### src/rtl/midi_pkg.sv
// Shared types and constants for the multi-port MIDI message builder.
package midi_pkg;

  typedef enum logic [1:0] {
    ST_IDLE  = 2'd0,
    ST_WAIT1 = 2'd1,
    ST_WAIT2 = 2'd2,
    ST_SYSEX = 2'd3
  } parse_state_e;

  localparam logic [7:0] SYSEX_START = 8'hF0;
  localparam logic [7:0] SYSEX_END   = 8'hF7;
  localparam logic [7:0] RT_MIN      = 8'hF8;

  // Number of data bytes following a channel status byte.
  function automatic logic [1:0] msg_len(input logic [7:0] status);
    return (status[7:4] == 4'hC || status[7:4] == 4'hD) ? 2'd1 : 2'd2;
  endfunction

endpackage

### src/rtl/midi_port_parser.sv
// Per-port MIDI parser: running status, SysEx tracking and the
// eligibility / pop decision for the byte at the head of its FIFO.
module midi_port_parser
  import midi_pkg::*;
(
  input  logic       aclk,
  input  logic       aresetn,
  input  logic       grant_i,
  input  logic       in_valid_i,
  input  logic [7:0] byte_i,
  input  logic       lock_other_i,
  output logic       eligible_o,
  output logic       pop_o,
  output logic       emit_cmd_o,
  output logic       emit_sysex_o,
  output logic       emit_rt_o,
  output logic       lock_acq_o,
  output logic       lock_rel_o,
  output logic [7:0] cmd_head_o,
  output logic [6:0] cmd_d1_o,
  output logic [6:0] cmd_d2_o,
  output logic [7:0] sysex_data_o,
  output logic       sysex_last_o
);

  parse_state_e state_q, state_d;
  logic [7:0]   rs_q, rs_d;
  logic         rs_vld_q, rs_vld_d;
  logic [6:0]   d1_q, d1_d;

  // Decode the head byte and decide what a grant does this cycle.
  always_comb begin
    // NOTE: every signal gets a default before any branch so no latch is inferred.
    state_d      = state_q;
    rs_d         = rs_q;
    rs_vld_d     = rs_vld_q;
    d1_d         = d1_q;
    pop_o        = 1'b0;
    emit_cmd_o   = 1'b0;
    emit_sysex_o = 1'b0;
    emit_rt_o    = 1'b0;
    lock_acq_o   = 1'b0;
    lock_rel_o   = 1'b0;
    cmd_head_o   = rs_q;
    cmd_d1_o     = d1_q;
    cmd_d2_o     = byte_i[6:0];
    sysex_data_o = byte_i;
    sysex_last_o = 1'b0;

    eligible_o = in_valid_i &
                 ~(lock_other_i & ((state_q == ST_SYSEX) || (byte_i == SYSEX_START)));

    if (grant_i) begin
      if (byte_i >= RT_MIN) begin
        pop_o     = 1'b1;
        emit_rt_o = 1'b1;
      end else if (state_q == ST_SYSEX) begin
        emit_sysex_o = 1'b1;
        if (!byte_i[7]) begin
          pop_o = 1'b1;
        end else begin
          // F7 is consumed; any other status closes the SysEx without popping.
          pop_o        = (byte_i == SYSEX_END);
          sysex_data_o = SYSEX_END;
          sysex_last_o = 1'b1;
          lock_rel_o   = 1'b1;
          state_d      = ST_IDLE;
        end
      end else begin
        pop_o = 1'b1;
        if (byte_i == SYSEX_START) begin
          emit_sysex_o = 1'b1;
          lock_acq_o   = 1'b1;
          rs_vld_d     = 1'b0;
          state_d      = ST_SYSEX;
        end else if (byte_i == SYSEX_END) begin
          state_d = state_q;
        end else if (byte_i > SYSEX_START) begin
          rs_vld_d = 1'b0;
          state_d  = ST_IDLE;
        end else if (byte_i[7]) begin
          rs_d     = byte_i;
          rs_vld_d = 1'b1;
          state_d  = ST_WAIT1;
        end else if (state_q == ST_WAIT2) begin
          emit_cmd_o = 1'b1;
          state_d    = ST_IDLE;
        end else if (state_q == ST_WAIT1 || rs_vld_q) begin
          d1_d = byte_i[6:0];
          if (msg_len(rs_q) == 2'd1) begin
            emit_cmd_o = 1'b1;
            cmd_d1_o   = byte_i[6:0];
            cmd_d2_o   = 7'd0;
            state_d    = ST_IDLE;
          end else begin
            state_d = ST_WAIT2;
          end
        end
      end
    end
  end

  // Parser state, running status and first data byte.
  always_ff @(posedge aclk or negedge aresetn) begin
    if (!aresetn) begin
      state_q  <= ST_IDLE;
      rs_q     <= 8'h00;
      rs_vld_q <= 1'b0;
      d1_q     <= 7'd0;
    end else begin
      // NOTE: sequential state uses non-blocking assignments so all flops update together.
      state_q  <= state_d;
      rs_q     <= rs_d;
      rs_vld_q <= rs_vld_d;
      d1_q     <= d1_d;
    end
  end

endmodule

### src/rtl/midi_multi_builder.sv
// Multi-port MIDI message builder: round-robin arbiter over per-port
// parsers, SysEx ownership lock and registered FIFO write outputs.
module midi_multi_builder
  import midi_pkg::*;
#(
  parameter int NUM_PORTS = 2,
  parameter int PORT_W    = (NUM_PORTS > 1) ? $clog2(NUM_PORTS) : 1
) (
  input  logic                   aclk,
  input  logic                   aresetn,
  input  logic [NUM_PORTS-1:0]   in_valid,
  input  logic [8*NUM_PORTS-1:0] in_data,
  output logic [NUM_PORTS-1:0]   in_rd,
  input  logic [15:0]            ch_mask,
  output logic                   cmd_fifo_wr,
  output logic [7:0]             cmd_fifo_head,
  output logic [6:0]             cmd_fifo_data1,
  output logic [6:0]             cmd_fifo_data2,
  output logic [PORT_W-1:0]      cmd_fifo_port,
  input  logic                   cmd_fifo_busy,
  output logic                   sysex_fifo_wr,
  output logic [7:0]             sysex_fifo_data,
  output logic                   sysex_fifo_last,
  output logic [PORT_W-1:0]      sysex_fifo_port,
  input  logic                   sysex_fifo_busy,
  output logic                   rt_valid,
  output logic [7:0]             rt_data,
  output logic [PORT_W-1:0]      rt_port
);

  localparam logic [PORT_W:0] NP = NUM_PORTS[PORT_W:0];

  logic [NUM_PORTS-1:0] p_elig, p_pop, p_cmd, p_sx, p_rt, p_acq, p_rel, p_last;
  logic [NUM_PORTS-1:0] lock_other, grant, avail;
  logic [7:0]           p_head [NUM_PORTS];
  logic [6:0]           p_d1   [NUM_PORTS];
  logic [6:0]           p_d2   [NUM_PORTS];
  logic [7:0]           p_sxd  [NUM_PORTS];

  logic [PORT_W-1:0] last_grant_q, lock_owner_q, gnt_idx;
  logic              lock_vld_q, gnt_any;
  logic [PORT_W:0]   cand;

  logic              cmd_wr_q, sx_wr_q, sx_last_q, rt_vld_q;
  logic [7:0]        cmd_head_q, sx_data_q, rt_data_q;
  logic [6:0]        cmd_d1_q, cmd_d2_q;
  logic [PORT_W-1:0] cmd_port_q, sx_port_q, rt_port_q;

  for (genvar p = 0; p < NUM_PORTS; p++) begin : g_port
    assign lock_other[p] = lock_vld_q && (lock_owner_q != PORT_W'(p));

    midi_port_parser u_parser (
      .aclk         (aclk),
      .aresetn      (aresetn),
      .grant_i      (grant[p]),
      .in_valid_i   (in_valid[p]),
      .byte_i       (in_data[8*p +: 8]),
      .lock_other_i (lock_other[p]),
      .eligible_o   (p_elig[p]),
      .pop_o        (p_pop[p]),
      .emit_cmd_o   (p_cmd[p]),
      .emit_sysex_o (p_sx[p]),
      .emit_rt_o    (p_rt[p]),
      .lock_acq_o   (p_acq[p]),
      .lock_rel_o   (p_rel[p]),
      .cmd_head_o   (p_head[p]),
      .cmd_d1_o     (p_d1[p]),
      .cmd_d2_o     (p_d2[p]),
      .sysex_data_o (p_sxd[p]),
      .sysex_last_o (p_last[p])
    );
  end

  assign avail = p_elig & ~{NUM_PORTS{cmd_fifo_busy | sysex_fifo_busy}};
  assign in_rd = p_pop;

  // Round-robin search starting one past the last granted port.
  always_comb begin
    grant   = '0;
    gnt_idx = last_grant_q;
    gnt_any = 1'b0;
    cand    = '0;
    for (int i = 0; i < NUM_PORTS; i++) begin
      cand = {1'b0, last_grant_q} + (PORT_W+1)'(i + 1);
      if (cand >= NP) cand = cand - NP;
      if (!gnt_any && avail[cand[PORT_W-1:0]]) begin
        gnt_any                 = 1'b1;
        gnt_idx                 = cand[PORT_W-1:0];
        grant[cand[PORT_W-1:0]] = 1'b1;
      end
    end
  end

  // Arbiter history, SysEx lock and registered write strobes/fields.
  always_ff @(posedge aclk or negedge aresetn) begin
    if (!aresetn) begin
      last_grant_q <= PORT_W'(NUM_PORTS - 1);
      lock_vld_q   <= 1'b0;
      lock_owner_q <= '0;
      cmd_wr_q     <= 1'b0;
      cmd_head_q   <= 8'h00;
      cmd_d1_q     <= 7'd0;
      cmd_d2_q     <= 7'd0;
      cmd_port_q   <= '0;
      sx_wr_q      <= 1'b0;
      sx_data_q    <= 8'h00;
      sx_last_q    <= 1'b0;
      sx_port_q    <= '0;
      rt_vld_q     <= 1'b0;
      rt_data_q    <= 8'h00;
      rt_port_q    <= '0;
    end else begin
      cmd_wr_q <= 1'b0;
      sx_wr_q  <= 1'b0;
      rt_vld_q <= 1'b0;
      if (gnt_any) begin
        last_grant_q <= gnt_idx;
        if (p_cmd[gnt_idx] && ch_mask[p_head[gnt_idx][3:0]]) begin
          cmd_wr_q   <= 1'b1;
          cmd_head_q <= p_head[gnt_idx];
          cmd_d1_q   <= p_d1[gnt_idx];
          cmd_d2_q   <= p_d2[gnt_idx];
          cmd_port_q <= gnt_idx;
        end
        if (p_sx[gnt_idx]) begin
          sx_wr_q   <= 1'b1;
          sx_data_q <= p_sxd[gnt_idx];
          sx_last_q <= p_last[gnt_idx];
          sx_port_q <= gnt_idx;
        end
        if (p_rt[gnt_idx]) begin
          rt_vld_q  <= 1'b1;
          rt_data_q <= in_data[8*gnt_idx +: 8];
          rt_port_q <= gnt_idx;
        end
        if (p_acq[gnt_idx]) begin
          lock_vld_q   <= 1'b1;
          lock_owner_q <= gnt_idx;
        end else if (p_rel[gnt_idx]) begin
          lock_vld_q <= 1'b0;
        end
      end
    end
  end

  assign cmd_fifo_wr     = cmd_wr_q;
  assign cmd_fifo_head   = cmd_head_q;
  assign cmd_fifo_data1  = cmd_d1_q;
  assign cmd_fifo_data2  = cmd_d2_q;
  assign cmd_fifo_port   = cmd_port_q;
  assign sysex_fifo_wr   = sx_wr_q;
  assign sysex_fifo_data = sx_data_q;
  assign sysex_fifo_last = sx_last_q;
  assign sysex_fifo_port = sx_port_q;
  assign rt_valid        = rt_vld_q;
  assign rt_data         = rt_data_q;
  assign rt_port         = rt_port_q;

endmodule

### config.mk
export PLATFORM = sky130hd
export DESIGN_NAME = midi_multi_builder
export DESIGN_NICKNAME = d
export VERILOG_FILES = /design/src/rtl/midi_pkg.sv /design/src/rtl/midi_port_parser.sv /design/src/rtl/midi_multi_builder.sv
export SDC_FILE = /design/constraint.sdc
export NUM_CORES = 1
export LEC_CHECK = 0
export BUFFER_PORTS_ARGS = -buffer_cell sky130_fd_sc_hd__buf_2
export CAP_MARGIN = 40
export CORE_MARGIN = 2
export CORE_UTILIZATION = 30
export CTS_CLUSTER_SIZE = 20
export DETAILED_ROUTE_END_ITERATION = 8
export PLACE_DENSITY_LB_ADDON = 0.05
export SYNTH_ARGS = -nofsm -noshare
export SYNTH_HDL_FRONTEND = slang
export SYNTH_SLANG_ARGS = --single-unit
### constraint.sdc
create_clock -name aclk -period 3.8 [get_ports aclk]
set_input_delay 0.19 -clock aclk [delete_from_list [all_inputs] [get_ports aclk]]
set_output_delay 0.19 -clock aclk [all_outputs]
set_load 0.01 [all_outputs]
==> impl.org, run 1 <==
** Worst setup path
- The worst register-to-register path ends at cmd_fifo_data1[3]$_DFFE_PN0P_.
- Critical path buffer and inverter count :: 0
- Sequence of cells on the critical path :: and2_1 -> a21oi_1 -> o21a_1 -> nand2_1 -> nor2_1 -> nand3_1 -> mux2i_1 -> mux2i_1 -> mux2_4
- Required time reported for the critical path endpoint :: 4040 ps
- Cell type group with the largest total delay on the critical path :: simple AND/OR/NAND/NOR gates
- Cell repeated most along the worst path :: sky130_fd_sc_hd__mux2i_1
- The worst register-to-register path has a setup slack of 750 ps.
- Depth of the worst register-to-register path :: 9
- On the critical path, the stage with the largest delay is an instance of sky130_fd_sc_hd__nand3_1.
- CP Launch Type :: register
- Of all nets on the critical path, the largest fanout is 7.
- Max stage delay on crit path :: 570 ps
- The critical path is of the reg -> reg type.
- RR Startpoint :: g_port[0].u_parser.state_q[0]$_DFFE_PN0P_
- STA classifies the critical path endpoint as a register.
- Data arrival time at the worst-slack endpoint :: 3290 ps

** Layout
- From synthesis to final layout, the design area changed by 21.30%.
- 0 antenna diodes ended up in the layout.
- Cells fill 37.11% of the core in the end.
- Nets :: approximately 530
- Of the cells placed in the final design, the portion with a size suffix greater than 1 is 36.67%.

** Global routing
- The initial antenna violation count is 0.
- Global routing used 17.12% of the available tracks.
- Wire length of the first global-routing pass :: 20510 µm
- The via count of the first global-routing pass was 3511.
- After global routing the overflow that remains totals 0.
- Entering global routing, the biggest net connects 53 pins.

** Drt
- Post-detailed-route DRC marker count :: 0
- After the first detailed-routing iteration, the DRC count stood at 230.
- Total via count after detailed routing :: 3479
- After detailed routing, the number of vias per cell comes to 5.094.
- Once detail routing completed, the nets flagged for antenna violations numbered 0.
- The first detailed-routing pass ran for 4 iterations.
- Final Routed Wirelength :: 13130 µm
- After detailed routing, the average wire length per cell comes to between 15 and 20 µm.

** STA
- Final Hold Violating Endpoints :: 0
- Setup repair after global routing left no endpoint under its margin.
- Setup total negative slack on the finished layout was measured at 0 ps.
- Worst slew margin relative to its limit :: 52.52%
- Clock Skew :: 11.51 ps
- Setup violations remaining at the end of the flow were counted as 0.
- The number of max-slew violations in the final report is 0.
- Slew at the pin closest to its max-slew limit :: about 700 ps
- Derived from the worst setup path, the maximum achievable clock frequency is about 330 MHz.
- For the finished layout, the period the worst path requires is 3049 ps.
- Post-route fraction of the period consumed by the critical path :: 80.24%

** Synth
- The mapped netlist covers 0.004447 mm².
- Top-count cell post-synth :: sky130_fd_sc_hd__dfrtp_1
- Counting flops with an async set or reset pin after synthesis yields a share of between 90% and 100%.
- After synthesis the netlist holds a flip-flop and latch count of 84.
- Yosys warns :: 0
- The commonest cells after synthesis are 83 x sky130_fd_sc_hd__dfrtp_1, 52 x sky130_fd_sc_hd__nand2_1, 32 x sky130_fd_sc_hd__mux2_2.
- After synthesis, flip-flops and latches occupy 47.30% of the total area.
- Top area cells in the synthesized netlist :: sky130_fd_sc_hd__dfrtp_1 47%, sky130_fd_sc_hd__mux2_2 8.1%, sky130_fd_sc_hd__mux2i_1 6.3%, sky130_fd_sc_hd__mux2_4 6.1%, sky130_fd_sc_hd__nand2_1 4.4%
- Of all cell types, the one taking the most synthesized area is sky130_fd_sc_hd__dfrtp_1.
- Syn_area_per_cell :: 10.95 µm²
- The top cell type by area accounts for 46.71% of the synthesized area.
- The cell count after synthesis came out at roughly 410.
- The most used flip-flop cell after synthesis is sky130_fd_sc_hd__dfrtp_1.
- Synthesis instantiated 56 different standard cells from the library.
- Number of enable-type register cells in the synthesized netlist :: 0
- Synthesis produced a netlist with a net count of 444.

** Clock network
- TritonCTS clock tree :: built
- In this run, post-CTS repair resized a total of 0 instances.
- The clock net in this run drives a total of 84 sinks.
- Buffers from clock root to sink, at most :: 2
- Clock network latency to the later pin of the worst-skew pair :: 350 ps
- CTS placed an instance of sky130_fd_sc_hd__clkbuf_16 at the clock tree root.
- Once the clock tree was built, the setup fixing pass inserted 0 buffers.
- Clock slew at reported path FFs :: 70 ps
- In this run, CTS created clock tree buffers numbering 9.
- CTS built an H-tree with a depth of 3.

** Hold path
- Depth of the worst hold-timing path :: 3
- The min-delay analysis places its worst path in the category in -> reg.
- For hold timing, the worst endpoint is sysex_fifo_data[6]$_DFFE_PN0P_.
- Critical hold path startpoint :: in_data[14]

** Die
- Effective utilization at floorplan :: around 31%
- Die width :: 125.7 µm
- Site Rows :: 44
- The floorplan step defined a die boundary enclosing 0.01581 mm².
- Core Region :: 0.01453 mm²
- Vertical extent of the die :: 125.7 µm
- In this run the count of I/O pins placed on the die edge is 85.

** Placed design
- Buffers added on ports :: 84
- DP HPWL :: between 9000 and 10000 µm
- Routability-driven placement finished with a final weighted congestion of 0.8174.

** Pwr
- Summed over all cells, the static leakage comes to around 0.0026 µW.
- Ratio of total power to cell area :: 658.8 mW/mm²
- VDD sags by at most 0.0002900 V.

** Run status
- Outcome :: finished, final reports clean

** Flow run
- The tool flagged a number of max-cap violations equal to 0.
-- state kept, by name, indices dropped and copies added, names as in the netlist --
register	flops
cmd_fifo_head	8
g_port.u_parser.rs_vld_q	2
cmd_fifo_wr	1
sysex_fifo_last	1
last_grant_q	1
cmd_fifo_data1	7
lock_vld_q	1
rt_valid	1
g_port.u_parser.cmd_head_o	16
rt_data	8
sysex_fifo_port	1
rt_port	1
g_port.u_parser.d1_q	14
cmd_fifo_port	1
sysex_fifo_wr	1
lock_owner_q	1
sysex_fifo_data	8
cmd_fifo_data2	7
g_port.u_parser.state_q	4
-- stage by stage --
| stage | total power [µW] | hold WS (ps) | worst slack [ps] | instances | area, µm² |
|---|---|---|---|---|---|
| 4_1_cts | 3607 | 168.9 | 763.4 | 683 | 5394 |
| 6_report | 3554 | 181.1 | 751.0 | 683 | 5394 |
| 2_1_floorplan | 2218 | -105.6 | 1013 | 406 | 4447 |
| 5_1_grt | 3809 | 184.7 | 540.3 | 683 | 5394 |
| 3_3_place_gp | 2651 | 295.1 | 612.2 | 666 | 5076 |
| 3_5_place_dp | 2656 | 304.0 | 619.4 | 666 | 5076 |
-- area by class of cell --
class,count,area [µm²]
clock buffers,9,225.2
multi-input cells,299,2217
repair buffers,94,513.0
flip-flops and latches,84,2103
well taps,184,230.2
inverters,6,22.52
clock inverters,7,82.58
fillers,1493,9140
-- worst max-delay path by stage --
| stage | start | endpoint | slack (ps) | cells past startpoint |
|---|---|---|---|---|
| after global placement | in_data[8] | cmd_fifo_data1[4]$_DFFE_PN0P_ | 610 | 10 |
| after floorplan | in_data[15] | cmd_fifo_data1[0]$_DFFE_PN0P_ | 1010 | 12 |
| after CTS | g_port[0].u_parser.state_q[0]$_DFFE_PN0P_ | cmd_fifo_data1[3]$_DFFE_PN0P_ | 760 | 9 |
| final | g_port[0].u_parser.state_q[0]$_DFFE_PN0P_ | cmd_fifo_data1[3]$_DFFE_PN0P_ | 750 | 9 |
| after detailed placement | in_data[8] | cmd_fifo_data1[3]$_DFFE_PN0P_ | 620 | 10 |
| after global routing | g_port[0].u_parser.state_q[0]$_DFFE_PN0P_ | cmd_fifo_data1[5]$_DFFE_PN0P_ | 540 | 9 |
-- layer usage --
layer	up-vias	wire length [µm]	global-route usage [%]
li1	1642	-	-
met1	1745	6201	23.34
met2	80	6152	27.06
met3	12	602	4.418
met4	0	175	4.848
met5	-	0	0
-- cells by family after synthesis --
group | count (synthesis) | synth area share, %
mux | 78 | 20.48
buf+inv | 23 | 2.842
flops | 84 | 47.30
simple gates | 135 | 15.33
compound gates | 86 | 14.04
-- what timing repair did --
action	4_1_cts	5_1_grt
hold buffers	1	0
endpoints found under the setup margin	0	0
endpoints found under the hold margin	50	0
-- worst min-delay path, stage by stage --
cell	delay, ps
sky130_fd_sc_hd__buf_2	160
sky130_fd_sc_hd__nand2_1	70
sky130_fd_sc_hd__a31oi_1	80
-- cell usage in the layout, fill, tap and decap left out, types with 6 or more instances in the layout --
cell,n
sky130_fd_sc_hd__a21oi_1,22
sky130_fd_sc_hd__o21ai_0,8
sky130_fd_sc_hd__dfrtp_1,83
sky130_fd_sc_hd__nor2_1,30
sky130_fd_sc_hd__buf_2,83
sky130_fd_sc_hd__nand2_1,52
sky130_fd_sc_hd__mux2_2,32
sky130_fd_sc_hd__nand3_1,7
sky130_fd_sc_hd__a31oi_1,9
sky130_fd_sc_hd__or2_2,7
sky130_fd_sc_hd__buf_4,9
sky130_fd_sc_hd__clkbuf_16,9
sky130_fd_sc_hd__a22o_1,6
sky130_fd_sc_hd__mux2i_1,28
sky130_fd_sc_hd__mux2_4,18
-- where the power goes --
part	leakage [µW]	switching (µW)	internal (µW)	total [µW]
logic	0.00144	602	599	1200
clock network	0.000145	406	520	926
registers	0.00105	212	1210	1430
(Power assumes the default switching activity.)
==> inputs of run 2 (changes only) <==
ABC_AREA = 1   (was not set)
clock period = 3.13 ns   (was 3.8 ns; I/O delays follow)
==> run 2 against run 1 <==
Critical path depth up 4. Sequential share of layout area shrank 0.25 points. Non-clock buffer count unchanged. Hold slack worse by 50 ps. Largest power group is now combinational logic. Design area up 0.65%. Setup slack got worse by 210 ps. Critical endpoint is now cmd_fifo_data1[0]$_DFFE_PN0P_. Count of clock-buffer cells in the layout grew 3.
==> impl.org, run 2 <==
** Pwr
- Ratio of total power to cell area :: 905.5 mW/mm²
- IR analysis of the VDD net gives a maximum drop of 0.0002986 V.
- Static power due to leakage :: 0.002856 µW

** Die
- In this run the standard cell core region covers 0.01459 mm².
- Die Outline Area :: 0.01602 mm²
- Effective utilization at floorplan :: between 30% and 40%
- Site Rows :: 44
- Die width :: 126.6 µm
- Number of ports placed on the die boundary :: 85
- From bottom edge to top edge, the die measures roughly 130 µm.

** Drt
- Wires add up to 13810 µm.
- In the routed design, unresolved DRC markers number 0.
- Post-DR wirelength/cell :: 16.11 µm
- Total via count after detailed routing :: about 4200
- Number of search-and-repair iterations in the first detailed-routing pass :: 7
- Via/cell ratio :: 4.870
- First-iteration detailed-routing DRC count :: 280
- The detail route stage leaves a number of antenna-violating nets equal to 0.

** Synth
- The share of the Yosys chip area taken by registers is approximately 47%.
- Number of instances in the synthesized netlist :: 584
- The cell area that synthesis handed to floorplanning was approximately 0.0045 mm².
- Number of enable-type register cells in the synthesized netlist :: 0
- In this run, distinct cell masters in the synthesized netlist total 35.
- Yosys warns :: 0
- Area fraction of the dominant cell type after synthesis :: 46.09%
- Top area cells in the synthesized netlist :: sky130_fd_sc_hd__dfrtp_1 46%, sky130_fd_sc_hd__nand2_1 14%, sky130_fd_sc_hd__o21ai_0 6.0%, sky130_fd_sc_hd__inv_1 5.5%, sky130_fd_sc_hd__nand3_1 4.1%
- When the netlist entered floorplanning its net count stood at 622.
- Top_reg_cell synth :: sky130_fd_sc_hd__dfrtp_1
- The commonest cells after synthesis are 171 x sky130_fd_sc_hd__nand2_1, 83 x sky130_fd_sc_hd__dfrtp_1, 66 x sky130_fd_sc_hd__inv_1.
- Area leader, netlist :: sky130_fd_sc_hd__dfrtp_1
- Top-count cell post-synth :: sky130_fd_sc_hd__nand2_1
- Synthesis inferred 84 register bits.
- Syn_area_per_cell :: approximately 7.7 µm²
- Post-synth ARST share :: 100.0%

** STA
- Count of pins over their slew limit :: 0
- At the pin with the least slew margin, the transition time is 629.9 ps.
- RSZ-0062 raised after global routing :: no
- Setup violations remaining at the end of the flow were counted as 0.
- The final critical path takes up 82.80% of the cycle.
- Worst slew margin relative to its limit :: 57.91%
- Counting I/O delays and the setup requirement, the final critical path takes 2592 ps.
- Based on the critical path, the design can be clocked at up to a little under 400 MHz.
- Final Hold Violating Endpoints :: 0
- Total negative slack :: 0 ps
- Across the routed clock network, the largest skew measured is 6.659 ps.

** Worst setup path
- Crit end category :: register
- Worst Setup Path Type :: reg -> reg
- Critical path buffer and inverter count :: 1
- The signal on the critical path passes through nand2_1 -> nand2_2 -> nand2_2 -> nand2_2 -> inv_1 -> nand2_4 -> nor2_1 -> nand2_1 -> nand2_1 -> o21ai_0 -> o21ai_0 -> nand4_1 -> nand2_1.
- For the worst setup path, the data required time is 3410 ps.
- Cell repeated most along the worst path :: sky130_fd_sc_hd__nand2_1
- The most critical setup path has its startpoint at g_port[0].u_parser.state_q[0]$_DFFE_PN0P_.
- Data on the critical path arrives at its endpoint at ~2900 ps.
- CP Launch Type :: register
- CP Capture Point :: cmd_fifo_data1[0]$_DFFE_PN0P_
- Cell type group with the largest total delay on the critical path :: simple AND/OR/NAND/NOR gates
- The critical path runs through a total of 13 cells.
- The largest single stage delay on the critical path is 420 ps.
- Maximum fanout count along the critical path :: 14
- For this design, the slowest cell found on the critical path is sky130_fd_sc_hd__dfrtp_1.
- End of the worst register-to-register path :: cmd_fifo_data1[0]$_DFFE_PN0P_
- Measured in cells, the most critical reg-to-reg path has a length of 13.
- The setup check on the worst reg-to-reg path leaves a slack of 540 ps.
- The worst register-to-register path begins at g_port[0].u_parser.state_q[0]$_DFFE_PN0P_.

** Layout
- Relative to the synthesized area, the layout overhead comes to 20.46%.
- Nets :: 706
- The repair_antennas step left the layout with diodes totalling 0.
- For this run, the share of the core covered by cells in the final layout is between 30 and 40%.
- Leaving out fill and tap cells, the most frequent cell in the layout is sky130_fd_sc_hd__nand2_1.
- The library cells used most frequently in the layout, excluding fill and tap cells, are 171 x sky130_fd_sc_hd__nand2_1, 83 x sky130_fd_sc_hd__dfrtp_1, 83 x sky130_fd_sc_hd__buf_2, 66 x sky130_fd_sc_hd__inv_1, 54 x sky130_fd_sc_hd__o21ai_0.
- Number of flip-flops in the largest register :: 16
- Post-route cell area :: 0.005429 mm²
- After filler insertion, the fill cell instance count of the layout stands at 1562.
- Of the cells placed in the final design, the portion with a size suffix greater than 1 is 22.14%.

** Clock network
- The H-tree was split into 3 levels.
- Clock slew at reported path FFs :: around 60 ps
- The number of setup buffers added after CTS is 0.
- The clock passes through at most 2 buffers.
- Clock latency on the worst-skew pair, taken at its later pin, is around 340 ps.
- In this run, post-CTS repair resized a total of 0 instances.
- Number of buffers created by CTS :: 9
- TritonCTS clock tree :: built
- Clk sink count :: 84
- The root buffer cell chosen for the clock tree is sky130_fd_sc_hd__clkbuf_16.

** Placed design
- Final GP Congestion :: 0.8700
- Buffers placed on the I/O ports in this run total 84.
- In this run the cell area measured after placement is 0.005132 mm².
- Once detailed placement completed, the half-perimeter wirelength came to 10300 µm.

** Global routing
- The initial antenna violation count is 0.
- Wire length of the first global-routing pass :: 22270 µm
- Vias in the first global route :: 4124
- For this run the aggregate overflow at the end of global routing stands at 0.
- Total track usage :: 17.74%
- Entering global routing, the biggest net connects 63 pins.

** Run status
- Outcome :: finished, final reports clean

** Hold path
- Class of the worst hold path :: in -> reg

** Flow run
- Number of maximum-capacitance constraint violations :: 0
==> run 2: cell types whose count changed after synthesis, moves of 8 or more <==
cell	previous run	this run
sky130_fd_sc_hd__a21oi_1	22	10
sky130_fd_sc_hd__buf_2	2	11
sky130_fd_sc_hd__inv_1	5	66
sky130_fd_sc_hd__inv_2	1	9
sky130_fd_sc_hd__mux2_2	32	0
sky130_fd_sc_hd__mux2_4	18	0
sky130_fd_sc_hd__mux2i_1	28	1
sky130_fd_sc_hd__nand2_1	52	171
sky130_fd_sc_hd__nand2_2	0	8
sky130_fd_sc_hd__nand3_1	7	37
sky130_fd_sc_hd__nand4_1	5	24
sky130_fd_sc_hd__o21ai_0	8	54
==> run 2: kinds of logic after synthesis <==
family | synth area share [%]
flip-flops | 46.67
multiplexers | 0.2221
AO/OA/AOI/OAI | 12.16
buffers and inverters | 8.800
AND/OR/NAND/NOR | 32.15
==> run 2: routing by layer <==
layer | wire (µm) | up-vias | GRT usage, %
li1 | - | 2084 | -
met1 | 6777 | 1973 | 25.67
met2 | 6140 | 100 | 26.64
met3 | 636 | 17 | 3.585
met4 | 255 | 0 | 5.624
met5 | 0 | - | 0
==> run 2: through the flow <==
step / std cells / hold slack [ps] / setup slack, ps / total power, µW
final: 857 / 131.6 / 538.2 / 4916
after global routing: 857 / 133.9 / 214.7 / 5359
after CTS: 857 / 119.6 / 509.9 / 4982
after detailed placement: 840 / 34.89 / 431.8 / 3896
after global placement: 839 / 395.1 / 454.3 / 3869
after floorplan: 584 / -139.1 / 1171 / 3167
==> run 2: power breakdown <==
part	internal (µW)	switching, µW
Sequential	1500	232
Combinational	707	1410
Clock	618	445
Total	2830	2090
==> run 2: tightest hold or removal path, stage by stage <==
cell and delay (ps):
sky130_fd_sc_hd__buf_2 130, sky130_fd_sc_hd__inv_1 60, sky130_fd_sc_hd__o21ai_0 70
==> run 2: worst min path at each step <==
stage               startpoint                                           end  slack, ps  depth (start not counted)
global route        in_data[5]                sysex_fifo_data[5]$_DFFE_PN0P_        130                          3
floorplan              aresetn                 cmd_fifo_data1[0]$_DFFE_PN0P_       -140                          0
CTS                 in_data[5]  g_port[0].u_parser.cmd_head_o[5]$_DFFE_PN0P_        120                          3
finish              in_data[5]  g_port[0].u_parser.cmd_head_o[5]$_DFFE_PN0P_        130                          3
detailed placement     aresetn  g_port[1].u_parser.cmd_head_o[3]$_DFFE_PN0P_         30                          1
global placement       aresetn  g_port[1].u_parser.cmd_head_o[3]$_DFFE_PN0P_        400                          1
==> run 2: what timing repair did <==
item	4_1_cts	5_1_grt
setup endpoints to repair	0	0
endpoints found under the hold margin	22	0
hold buffers	1	0
==> run 2: cell type report <==
| cell class | count | area, µm² | area share [%] |
|---|---|---|---|
| Clock inverter | 4 | 50.05 | 0.9219 |
| Tap cell | 184 | 230.2 | 4.241 |
| Clock buffer | 12 | 236.5 | 4.356 |
| Inverter | 75 | 281.5 | 5.186 |
| Timing Repair Buffer | 94 | 520.5 | 9.587 |
| Sequential cell | 84 | 2103 | 38.74 |
| Multi-Input combinational cell | 404 | 2007 | 36.97 |
